--- src/rtl/sine_wave_renderer_if.sv ---
// Video timing bus from vga_encoder into the pixel renderer.
// The master side (encoder) drives the raster position and syncs.
// The slave side (renderer) consumes them.
interface sine_wave_renderer_if;
    logic [9:0] hcount;
    logic [9:0] vcount;
    logic       hsync;
    logic       vsync;
    logic       at_display_area;

    modport master (output hcount, vcount, hsync, vsync, at_display_area);
    modport slave  (input  hcount, vcount, hsync, vsync, at_display_area);
endinterface

--- src/rtl/sine_wave_renderer.sv ---
// sine_wave_renderer: draws a scrolling sine-wave band into 4:4:4 RGB.
// Three-stage pixel pipeline (index -> sine ROM -> band test).
// The syncs and the display flag travel alongside the pixel, so every output is 3 cycles behind its input.
// The wave phase advances by 'speed' once per frame, at hcount==0 / vcount==V_ACTIVE.
// Optional feature macro: WAVE_FILL_EN. When it is defined, the area below the band is painted with FILL_COLOR.
module sine_wave_renderer #(
    parameter int CENTER_Y  = 240,
    parameter int THICKNESS = 2,
    parameter int V_ACTIVE  = 480
`ifdef WAVE_FILL_EN
    ,
    parameter logic [11:0] FILL_COLOR = 12'h115
`endif
) (
    input  logic                        vga_clock,
    input  logic                        reset,
    sine_wave_renderer_if.slave         vga_in,
    input  logic [3:0]                  speed,
    input  logic [1:0]                  amp_shift,
    input  logic [11:0]                 wave_color,
    output logic [3:0]                  vga_r,
    output logic [3:0]                  vga_g,
    output logic [3:0]                  vga_b,
    output logic                        hsync_out,
    output logic                        vsync_out,
    output logic                        frame_tick,
    output logic [7:0]                  phase
);

    localparam logic signed [10:0] CENTER = 11'(CENTER_Y);
    localparam logic signed [10:0] THK    = 11'(THICKNESS);

    // First quarter of round(127*sin(2*pi*k/256)), k = 0..64; the rest follows by symmetry.
    localparam logic [6:0] QUARTER_SINE [0:64] = '{
        7'd0,   7'd3,   7'd6,   7'd9,   7'd12,  7'd16,  7'd19,  7'd22,
        7'd25,  7'd28,  7'd31,  7'd34,  7'd37,  7'd40,  7'd43,  7'd46,
        7'd49,  7'd51,  7'd54,  7'd57,  7'd60,  7'd63,  7'd65,  7'd68,
        7'd71,  7'd73,  7'd76,  7'd78,  7'd81,  7'd83,  7'd85,  7'd88,
        7'd90,  7'd92,  7'd94,  7'd96,  7'd98,  7'd100, 7'd102, 7'd104,
        7'd106, 7'd107, 7'd109, 7'd111, 7'd112, 7'd113, 7'd115, 7'd116,
        7'd117, 7'd118, 7'd120, 7'd121, 7'd122, 7'd122, 7'd123, 7'd124,
        7'd125, 7'd125, 7'd126, 7'd126, 7'd126, 7'd127, 7'd127, 7'd127,
        7'd127
    };

    // Full-period sample derived from the quarter table.
    // Odd quadrants mirror the quarter table; the upper half is negated.
    function automatic logic signed [7:0] sine_entry(input logic [7:0] idx);
        logic [6:0] mag;
        if (idx[6]) begin
            mag = QUARTER_SINE[7'd64 - {1'b0, idx[5:0]}];
        end else begin
            mag = QUARTER_SINE[{1'b0, idx[5:0]}];
        end
        return idx[7] ? -$signed({1'b0, mag}) : $signed({1'b0, mag});
    endfunction

    logic signed [7:0] sine_rom [0:255];

    genvar gi;
    generate
        for (gi = 0; gi < 256; gi++) begin : g_rom
            assign sine_rom[gi] = sine_entry(8'(gi));
        end
    endgenerate

    // Frame phase state
    logic [7:0]  phase_q;
    logic        frame_tick_q;
    logic        boundary_d;

    // Stage 1 registers
    logic [7:0]  idx_q;
    logic [9:0]  vcount_s1_q;
    logic        hsync_s1_q, vsync_s1_q, disp_s1_q;
    logic [1:0]  amp_s1_q;
    logic [11:0] color_s1_q;

    // Stage 2 registers
    logic signed [7:0] sine_q;
    logic [9:0]  vcount_s2_q;
    logic        hsync_s2_q, vsync_s2_q, disp_s2_q;
    logic [1:0]  amp_s2_q;
    logic [11:0] color_s2_q;

    // Stage 3 (output) registers
    logic [11:0] rgb_q;
    logic        hsync_q, vsync_q;

    // Stage 3 combinational terms
    logic signed [10:0] sine_ext_d;
    logic signed [10:0] wave_y_d;
    logic signed [10:0] dist_d;
    logic               in_band_d;
    logic [11:0]        bg_d;
    logic [11:0]        pixel_d;

    assign boundary_d = (vga_in.hcount == 10'd0) && (vga_in.vcount == 10'(V_ACTIVE));

    // Phase advances once per frame; speed only matters on the boundary cycle.
    always_ff @(posedge vga_clock) begin
        if (reset) begin
            phase_q      <= 8'd0;
            frame_tick_q <= 1'b0;
        end else begin
            frame_tick_q <= boundary_d;
            if (boundary_d) begin
                phase_q <= phase_q + {4'd0, speed};
            end
        end
    end

    // Stage 1: table index from the column (4-pixel steps) plus phase; carry the rest along.
    always_ff @(posedge vga_clock) begin
        if (reset) begin
            idx_q       <= 8'd0;
            vcount_s1_q <= 10'd0;
            hsync_s1_q  <= 1'b0;
            vsync_s1_q  <= 1'b0;
            disp_s1_q   <= 1'b0;
            amp_s1_q    <= 2'd0;
            color_s1_q  <= 12'd0;
        end else begin
            idx_q       <= vga_in.hcount[9:2] + phase_q;
            vcount_s1_q <= vga_in.vcount;
            hsync_s1_q  <= vga_in.hsync;
            vsync_s1_q  <= vga_in.vsync;
            disp_s1_q   <= vga_in.at_display_area;
            amp_s1_q    <= amp_shift;
            color_s1_q  <= wave_color;
        end
    end

    // Stage 2: registered sine ROM read.
    always_ff @(posedge vga_clock) begin
        if (reset) begin
            sine_q      <= 8'sd0;
            vcount_s2_q <= 10'd0;
            hsync_s2_q  <= 1'b0;
            vsync_s2_q  <= 1'b0;
            disp_s2_q   <= 1'b0;
            amp_s2_q    <= 2'd0;
            color_s2_q  <= 12'd0;
        end else begin
            sine_q      <= sine_rom[idx_q];
            vcount_s2_q <= vcount_s1_q;
            hsync_s2_q  <= hsync_s1_q;
            vsync_s2_q  <= vsync_s1_q;
            disp_s2_q   <= disp_s1_q;
            amp_s2_q    <= amp_s1_q;
            color_s2_q  <= color_s1_q;
        end
    end

    // Wave row for this column, and the signed row distance from it.
    // A positive distance means the pixel lies below the band on screen.
    assign sine_ext_d = {{3{sine_q[7]}}, sine_q};
    assign wave_y_d   = CENTER - (sine_ext_d >>> amp_s2_q);
    assign dist_d     = $signed({1'b0, vcount_s2_q}) - wave_y_d;
    assign in_band_d  = (dist_d >= -THK) && (dist_d <= THK);

`ifdef WAVE_FILL_EN
    assign bg_d = (dist_d > THK) ? FILL_COLOR : 12'h000;
`else
    assign bg_d = 12'h000;
`endif

    assign pixel_d = in_band_d ? color_s2_q : bg_d;

    // Stage 3: blank outside the visible area; the syncs leave in step with the pixel.
    always_ff @(posedge vga_clock) begin
        if (reset) begin
            rgb_q   <= 12'd0;
            hsync_q <= 1'b0;
            vsync_q <= 1'b0;
        end else begin
            rgb_q   <= disp_s2_q ? pixel_d : 12'h000;
            hsync_q <= hsync_s2_q;
            vsync_q <= vsync_s2_q;
        end
    end

    assign vga_r      = rgb_q[11:8];
    assign vga_g      = rgb_q[7:4];
    assign vga_b      = rgb_q[3:0];
    assign hsync_out  = hsync_q;
    assign vsync_out  = vsync_q;
    assign frame_tick = frame_tick_q;
    assign phase      = phase_q;

endmodule

--- src/flat_wrapper.sv ---
// flat-port wrapper written by rule: the top's interface ports become plain ports
module sine_wave_renderer_flat 
#(
    parameter int CENTER_Y  = 240,
    parameter int THICKNESS = 2,
    parameter int V_ACTIVE  = 480

)
  (vga_clock, reset, speed, amp_shift, wave_color, vga_r, vga_g, vga_b, hsync_out, vsync_out, frame_tick, phase, vga_in_hcount, vga_in_vcount, vga_in_hsync, vga_in_vsync, vga_in_at_display_area);
  sine_wave_renderer_if vga_in_i ();
  input  logic vga_clock;
  input  logic reset;
  input  logic [3:0] speed;
  input  logic [1:0] amp_shift;
  input  logic [11:0] wave_color;
  output logic [3:0] vga_r;
  output logic [3:0] vga_g;
  output logic [3:0] vga_b;
  output logic hsync_out;
  output logic vsync_out;
  output logic frame_tick;
  output logic [7:0] phase;
  input wire logic [$bits(vga_in_i.hcount)-1:0] vga_in_hcount;
  input wire logic [$bits(vga_in_i.vcount)-1:0] vga_in_vcount;
  input wire logic [$bits(vga_in_i.hsync)-1:0] vga_in_hsync;
  input wire logic [$bits(vga_in_i.vsync)-1:0] vga_in_vsync;
  input wire logic [$bits(vga_in_i.at_display_area)-1:0] vga_in_at_display_area;
  assign vga_in_i.hcount = vga_in_hcount;
  assign vga_in_i.vcount = vga_in_vcount;
  assign vga_in_i.hsync = vga_in_hsync;
  assign vga_in_i.vsync = vga_in_vsync;
  assign vga_in_i.at_display_area = vga_in_at_display_area;
  sine_wave_renderer #(.CENTER_Y(CENTER_Y), .THICKNESS(THICKNESS), .V_ACTIVE(V_ACTIVE)) u_core (.vga_clock(vga_clock), .reset(reset), .vga_in(vga_in_i), .speed(speed), .amp_shift(amp_shift), .wave_color(wave_color), .vga_r(vga_r), .vga_g(vga_g), .vga_b(vga_b), .hsync_out(hsync_out), .vsync_out(vsync_out), .frame_tick(frame_tick), .phase(phase));
endmodule
--- config.mk ---
export PLATFORM = sky130hd
export DESIGN_NAME = sine_wave_renderer_flat
export DESIGN_NICKNAME = d
export VERILOG_FILES = /design/src/rtl/sine_wave_renderer_if.sv /design/src/rtl/sine_wave_renderer.sv /design/src/flat_wrapper.sv
export SDC_FILE = /design/constraint.sdc
export NUM_CORES = 1
export LEC_CHECK = 0
export BUFFER_PORTS_ARGS = -buffer_cell sky130_fd_sc_hd__buf_2
export CAP_MARGIN = 20
export CORE_ASPECT_RATIO = 0.75
export CORE_MARGIN = 4
export CORE_UTILIZATION = 39
export DETAILED_ROUTE_END_ITERATION = 8
export GPL_TIMING_DRIVEN = 0
export PLACE_DENSITY_LB_ADDON = 0.15
export SYNTH_ARGS = -nofsm -noshare
export SYNTH_HDL_FRONTEND = slang
export SYNTH_SLANG_ARGS = --single-unit
--- constraint.sdc ---
create_clock -name vga_clock -period 3.4 [get_ports vga_clock]
set_clock_uncertainty 0.15 [all_clocks]
set_input_delay 0.34 -clock vga_clock [delete_from_list [all_inputs] [get_ports vga_clock]]
set_output_delay 0.34 -clock vga_clock [all_outputs]
set_load 0.01 [all_outputs]
==> reports/metrics.yaml, run 1 <==
area_occupied_by_registers_sq_um: 1860
timing.rr.end: "u_core.rgb_q[1]"
die_h_microns: 113
static-leakage-power_nw: 2.78
arrival_ns: 3.81
dieWidth_microns: 149
grt_setup_unrepaired: "true"
path_clk_slew_ns: 0.07
post_synth_num_cell_types: 77
final_core_utilization: 0.474
grt_pass1_vias: 5363
power_density_nw_per_um2: 404
detail_route.wl_per_cell_microns: 18.1
rows: 38
report.final.setup_viol: 12
hold_viol_final: 0
mappedNetlistNets: 765
cts_inserted_buffers: 9
regToRegSetupSlack_ns: -0.29
fin_worst_hold_slack_ns: 0.0577
globalplace.congestion: 1.01
number_of_drc_markers_in_iteration_0: 744
worstMarginPinSlew_ns: 0.697
failed_checks: "setup timing"
netlist_top_cells_count: "sky130_fd_sc_hd__dfxtp_1, sky130_fd_sc_hd__nor2b_1, sky130_fd_sc_hd__o21ai_0, sky130_fd_sc_hd__a21oi_1, sky130_fd_sc_hd__ha_1"
final_antenna_net_count: 0
post-route-worst-setup-slack_ns: -0.295
crit_path_max_fanout: 6
wire_length_of_the_first_global_routing_pass_microns: 27900
drtPass1Iterations: 7
crit_type: "reg -> reg"
netlist_area_sq_um: 5780
layout.filler_cells: 1402
top_level_ports: 66
cp-start-kind: "flip-flop"
pre_cts_setup_slack_ns: -0.392
nNetsFinal: 846
crit_path_end_kind: "flip-flop"
hold_path_startpoint: "wave_color[5]"
yosys_warnings: 0
globalRouteOverflowTotal: 0
multi_input_comb_area_sq_um: 3680
cts-htree-levels: 3
synth-seq-area-share: 0.322
layout_min_cycle_time_ns: 3.69
synthCells: 677
post_synth.cell_area_avg_sq_um: 8.53
worstPathRequired_ns: 3.52
min-delay-path-class: "in -> reg"
cap_viol_max_count: 0
drt_drc_violations_left: 0
tritoncts: "built"
clock.fmax_mhz: 271
synth_edf_count: 0
grt_start_max_net_pins: 18
number_of_synthesized_register_bits: 93
maxSlewViolCount: 0
worst_hold_path.endpoint: "u_core.color_s1_q[5]"
outcome: "finished, violations left"
worst_slew_slack_as_a_fraction_of_its_limit: 0.533
vias: 5451
timing.rr.start: "u_core.amp_s2_q[0]"
vias_per_cell: 5.66
port_buffers: 64
yosysTopAreaCellShare: 0.322
cell_taking_the_most_area_after_synthesis: "sky130_fd_sc_hd__dfxtp_1"
initial_core_util: 0.398
drt_wl_total_microns: 17400
synthArstFlopShare: 0
post-dp-hpwl_microns: 13000
power.total_mw: 2.78
synth_flop_type: "sky130_fd_sc_hd__dfxtp_1"
worstHoldPathCells: 2
layout_worst_path_cycle_share: 1.09
post-synth-top-count-cell: "sky130_fd_sc_hd__dfxtp_1"
layout-area-overhead-vs-synth_pct: 19.0
insertedDiodeCount: 0
clockBufferDepth: 2
clk_latency_ns: 0.34
synth.area.top_cells: "sky130_fd_sc_hd__dfxtp_1, sky130_fd_sc_hd__ha_1, sky130_fd_sc_hd__nor2b_1"
placeableCoreArea_sq_um: 14500
ff2ff_path_depth: 13
fp.dieArea_sq_um: 16800
max-vdd-ir-drop_mv: 0.281
grt_antenna_before_repair: 0
post_route_cells_drive_above_1_share: 0.198
grt_util_all_layers: 0.207
clock_tree.root_cell: "sky130_fd_sc_hd__clkbuf_16"
numClockSinks: 93
final cells by class:
cell class	count	area share
Buffer	50	0.0342
Clock buffer	10	0.0348
Clock inverter	6	0.0111
Inverter	36	0.0197
Multi-Input combinational cell	497	0.535
Sequential cell	93	0.271
Tap cell	200	0.0364
Timing Repair Buffer	71	0.0572
cells in the final DEF, fill, tap and decap left out, types with 32 or more instances in the layout:
cell type                  netlist  final
sky130_fd_sc_hd__a21oi_1        44     44
sky130_fd_sc_hd__buf_2           9     73
sky130_fd_sc_hd__clkbuf_1       39     35
sky130_fd_sc_hd__dfxtp_1        93     91
sky130_fd_sc_hd__ha_1           42     38
sky130_fd_sc_hd__inv_1          33     32
sky130_fd_sc_hd__nand2_1        39     39
sky130_fd_sc_hd__nor2_1         39     39
sky130_fd_sc_hd__nor2b_1        67     67
sky130_fd_sc_hd__o21ai_0        45     45
per-stage QoR:
stage | setup TNS [ns] | std cells | cell area, sq um
global placement | -3.27 | 941 | 6360
floorplan | 0 | 677 | 5790
CTS | -2.45 | 961 | 6800
detailed placement | -4.22 | 941 | 6360
global route | -4.59 | 963 | 6870
finish | -3.18 | 963 | 6870
layer usage:
layer,vias to the layer above,track usage,routed length [microns]
li1,2578,-,-
met1,2529,0.298,7870
met3,42,0.0592,1880
met5,-,0,0
met2,302,0.296,7270
met4,0,0.0732,393
worst max-delay path by stage:
stage | cells after the start | slack [ns] | to | from
5_1_grt | 13 | -0.40 | u_core.rgb_q[5] | u_core.amp_s2_q[0]
4_1_cts | 13 | -0.22 | u_core.rgb_q[3] | u_core.amp_s2_q[0]
2_1_floorplan | 13 | 0.003 | u_core.rgb_q[1] | u_core.amp_s2_q[0]
3_5_place_dp | 13 | -0.39 | u_core.rgb_q[1] | u_core.amp_s2_q[0]
3_3_place_gp | 13 | -0.31 | u_core.rgb_q[2] | u_core.amp_s2_q[0]
6_report | 13 | -0.29 | u_core.rgb_q[1] | u_core.amp_s2_q[0]
cell families (layout without fill, tap and decap cells):
kind of cell | count (synthesis) | count (layout) | share of synthesized area
and+or+nand+nor | 226 | 226 | 0.211
AOI/OAI and AO/OA | 190 | 190 | 0.224
DFF | 93 | 93 | 0.322
buffers and inverters | 87 | 173 | 0.0613
adders and majority gates | 46 | 46 | 0.103
muxes | 18 | 18 | 0.0528
xor gates and xnor gates | 17 | 17 | 0.0258
critical path: stages (launching register included):
cell                       delay (ns)
sky130_fd_sc_hd__dfxtp_2         0.33
sky130_fd_sc_hd__buf_8           0.12
sky130_fd_sc_hd__mux4_2          0.53
sky130_fd_sc_hd__ha_4            0.27
sky130_fd_sc_hd__ha_4            0.16
sky130_fd_sc_hd__inv_2           0.05
sky130_fd_sc_hd__fa_2            0.45
sky130_fd_sc_hd__nor4bb_2        0.27
sky130_fd_sc_hd__nand2_1         0.10
sky130_fd_sc_hd__nor3_2          0.13
sky130_fd_sc_hd__nand4_1         0.13
sky130_fd_sc_hd__or4_4           0.63
sky130_fd_sc_hd__buf_8           0.17
sky130_fd_sc_hd__a21boi_1        0.12
sequential cells by signal (all words and copies together), names as in the netlist, 8 cells and up:
register            flops
u_core.vcount_s2_q     10
u_core.idx_q            8
u_core.color_s1_q      12
u_core.rgb_q           12
u_core.color_s2_q      12
u_core.vcount_s1_q     10
u_core.phase            8
u_core.sine_q           8
where the power goes:
| part | switching (mW) | internal, mW | total [mW] |
|---|---|---|---|
| Combinational | 0.335 | 0.238 | 0.573 |
| Sequential | 0.0236 | 1.13 | 1.16 |
| Clock | 0.440 | 0.606 | 1.05 |
what timing repair did:
| item | in CTS | in global routing |
|---|---|---|
| hold endpoints to repair | 0 | 0 |
| pin swaps | 4 | 12 |
| resized for setup | 16 | 14 |
| endpoints found under the setup margin | 13 | 13 |
| hold buffers | 0 | 0 |
| gates cloned | 1 | 0 |
| buffers inserted | 4 | 2 |
Note: power is estimated with default switching activity, not from simulation.
==> run 2: changes to the inputs <==
--- a/config.mk
+++ b/config.mk
@@ -13,6 +13,7 @@
 export DETAILED_ROUTE_END_ITERATION = 8
 export GPL_TIMING_DRIVEN = 0
 export PLACE_DENSITY_LB_ADDON = 0.15
+export SETUP_SLACK_MARGIN = 0.02
 export SYNTH_ARGS = -nofsm -noshare
 export SYNTH_HDL_FRONTEND = slang
 export SYNTH_SLANG_ARGS = --single-unit
==> constraint.sdc (replaced) <==
create_clock -name vga_clock -period 3.4 [get_ports vga_clock]
set_clock_uncertainty 0.15 [all_clocks]
set_input_delay 0.68 -clock vga_clock [delete_from_list [all_inputs] [get_ports vga_clock]]
set_output_delay 0.68 -clock vga_clock [all_outputs]
set_load 0.01 [all_outputs]
==> reports/metrics.yaml, run 2 (synthesized netlist as in run 1, its figures left out) <==
crit_type: "reg -> reg"
worstMarginPinSlew_ns: 0.707  # +0.0102 ns
port_buffers: 64  # unchanged
wire_length_of_the_first_global_routing_pass_microns: 29100  # +4.1%
layout_min_cycle_time_ns: 3.57  # -0.125 ns
timing.rr.end: "u_core.rgb_q[7]"
placeableCoreArea_sq_um: 14500  # unchanged
insertedDiodeCount: 0  # unchanged
clk_latency_ns: 0.34  # about the same
global_route.usage.met2: 0.307  # +0.0109
grt_antenna_before_repair: 0  # unchanged
drt_wl_total_microns: 18300  # +5.0%
hold_buffers: 0  # unchanged
dieWidth_microns: 149  # unchanged
post-dp-hpwl_microns: 13500  # +4.1%
static-leakage-power_nw: 2.75  # -1.2%
ff2ff_path_depth: 13  # unchanged
detail_route.wl_per_cell_microns: 19.1  # +5.3%
maxSlewViolCount: 0  # unchanged
number_of_drc_markers_in_iteration_0: 722  # -3.0%
clock_tree.root_cell: "sky130_fd_sc_hd__clkbuf_16"
globalRouteOverflowTotal: 0  # unchanged
initial_core_util: 0.398  # unchanged
clock.fmax_mhz: 280  # +3.5%
top_level_ports: 66  # unchanged
layout_commonest_cell: "sky130_fd_sc_hd__dfxtp_1"
crit_path_end_kind: "flip-flop"
vias_per_cell: 5.74  # +1.4%
cts-htree-levels: 3  # unchanged
nNetsFinal: 843  # -0.35%
tritoncts: "built"
layout-area-overhead-vs-synth_pct: 17.5
cts_inserted_buffers: 9  # unchanged
layout.filler_cells: 1427  # +1.8%
hold_path_startpoint: "u_core.vcount_s1_q[8]"
final_antenna_net_count: 0  # unchanged
layout_worst_path_cycle_share: 1.05  # -0.0367
worst_slew_slack_as_a_fraction_of_its_limit: 0.526  # -0.00682
final_core_utilization: 0.468  # -0.00595
largestRegisters: "u_core.color_s1_q x12, u_core.color_s2_q x12, u_core.rgb_q x12"
groute.layer.met3.usage: 0.0584  # -0.000794
grt_pass1_vias: 5350  # -0.24%
grt_util_all_layers: 0.218  # +0.0113
worstHoldPathCells: 1  # -1
pre_cts_setup_slack_ns: -0.297  # +0.0957 ns
grt_setup_unrepaired: "true"
layout_common_cells: "sky130_fd_sc_hd__dfxtp_1, sky130_fd_sc_hd__buf_2, sky130_fd_sc_hd__nor2b_1"
post-place-cells: 941  # unchanged
crit_path_max_fanout: 7  # +1
drt_drc_violations_left: 0  # unchanged
rows: 38  # unchanged
setup_total_negative_slack_ns: -1.63  # +1.56 ns
cap_viol_max_count: 0  # unchanged
report.final.setup_viol: 12  # unchanged
fp.dieArea_sq_um: 16800  # unchanged
finalNonFillerCells: 960  # -0.31%
timing.rr.start: "u_core.amp_s2_q[0]"
clockBufferDepth: 2  # unchanged
path_clk_slew_ns: 0.07  # about the same
post_route_cells_drive_above_1_share: 0.187  # -0.0111
grt.met1_usage: 0.324  # +0.0260
post-route-worst-setup-slack_ns: -0.170  # +0.125 ns
grt_start_max_net_pins: 18  # unchanged
hold_viol_final: 0  # unchanged
globalplace.congestion: 0.983  # -2.4%
worstPathRequired_ns: 3.52  # about the same
top_usage_layer: "met1"
vias: 5508  # +1.0%
postLayoutCellArea_sq_um: 6790  # -1.3%
worst_hold_path.endpoint: "u_core.vcount_s2_q[8]"
min-delay-path-class: "reg -> reg"
cp-start-kind: "flip-flop"
dpl-instance-area_sq_um: 6370  # about the same
die_h_microns: 113  # unchanged
max-vdd-ir-drop_mv: 0.345  # +23%
outcome: "finished, violations left"
arrival_ns: 3.69  # -0.12 ns
regToRegSetupSlack_ns: -0.17  # +0.12 ns
drtPass1Iterations: 6  # -1
failed_checks: "setup timing"
power_density_nw_per_um2: 393  # -2.7%
numClockSinks: 93  # unchanged
[run 2: worst max-delay path by stage]
stage / slack (ns) / start / to
6_report: -0.17 / u_core.amp_s2_q[0] / u_core.rgb_q[7]
5_1_grt: -0.29 / u_core.amp_s2_q[0] / u_core.rgb_q[7]
3_3_place_gp: -0.21 / u_core.amp_s2_q[0] / u_core.rgb_q[6]
2_1_floorplan: 0.04 / u_core.amp_s2_q[0] / u_core.rgb_q[1]
3_5_place_dp: -0.30 / u_core.amp_s2_q[0] / u_core.rgb_q[5]
4_1_cts: -0.15 / u_core.amp_s2_q[0] / u_core.rgb_q[6]
[run 2: layout make-up]
cell class / count / area [sq um] / area share
multi-input combinational: 497 / 3630 / 0.535
sequential: 93 / 1870 / 0.275
timing repair buffer: 70 / 385 / 0.0568
tap: 200 / 250 / 0.0369
buffer: 48 / 228 / 0.0336
clock buffer: 9 / 225 / 0.0332
inverter: 36 / 135 / 0.0199
clock inverter: 7 / 62.6 / 0.00922
[run 2: critical path: stages, from the launching register on]
cell,delay (ns)
sky130_fd_sc_hd__dfxtp_2,0.33
sky130_fd_sc_hd__buf_8,0.12
sky130_fd_sc_hd__mux4_2,0.54
sky130_fd_sc_hd__ha_4,0.30
sky130_fd_sc_hd__ha_4,0.13
sky130_fd_sc_hd__inv_2,0.03
sky130_fd_sc_hd__fa_2,0.32
sky130_fd_sc_hd__and2b_2,0.25
sky130_fd_sc_hd__o22a_1,0.16
sky130_fd_sc_hd__xor2_1,0.20
sky130_fd_sc_hd__nand4_1,0.14
sky130_fd_sc_hd__or4_4,0.51
sky130_fd_sc_hd__buf_8,0.17
sky130_fd_sc_hd__a21boi_2,0.12
[run 2: metal layers]
layer / part of all wire / wire (microns) / up-vias
li1: - / - / 2588
met1: 0.47 / 8620 / 2530
met2: 0.40 / 7340 / 341
met3: 0.11 / 1970 / 49
met4: 0.020 / 369 / 0
met5: 0 / 0 / -
[run 2: where the power goes]
group | internal [mW] | total, mW | switching (mW) | leakage [nW]
combinational | 0.229 | 0.568 | 0.339 | 1.85
sequential | 1.13 | 1.16 | 0.0246 | 0.766
clock | 0.505 | 0.940 | 0.435 | 0.135
[run 2: per-stage QoR]
| stage | power [mW] | hold slack (ns) |
|---|---|---|
| after floorplan | 1.55 | 0.264 |
| final | 2.67 | 0.285 |
| after detailed placement | 1.71 | 0.272 |
| after global routing | 2.79 | 0.307 |
| after global placement | 1.71 | 0.269 |
| after CTS | 2.67 | 0.288 |
[run 2: timing repair]
action | CTS | global route
setup endpoints to repair | 16 | 16
buffers inserted | 4 | 1
pin swaps | 3 | 1
gates resized for setup | 13 | 9
cloned | 1 | 0
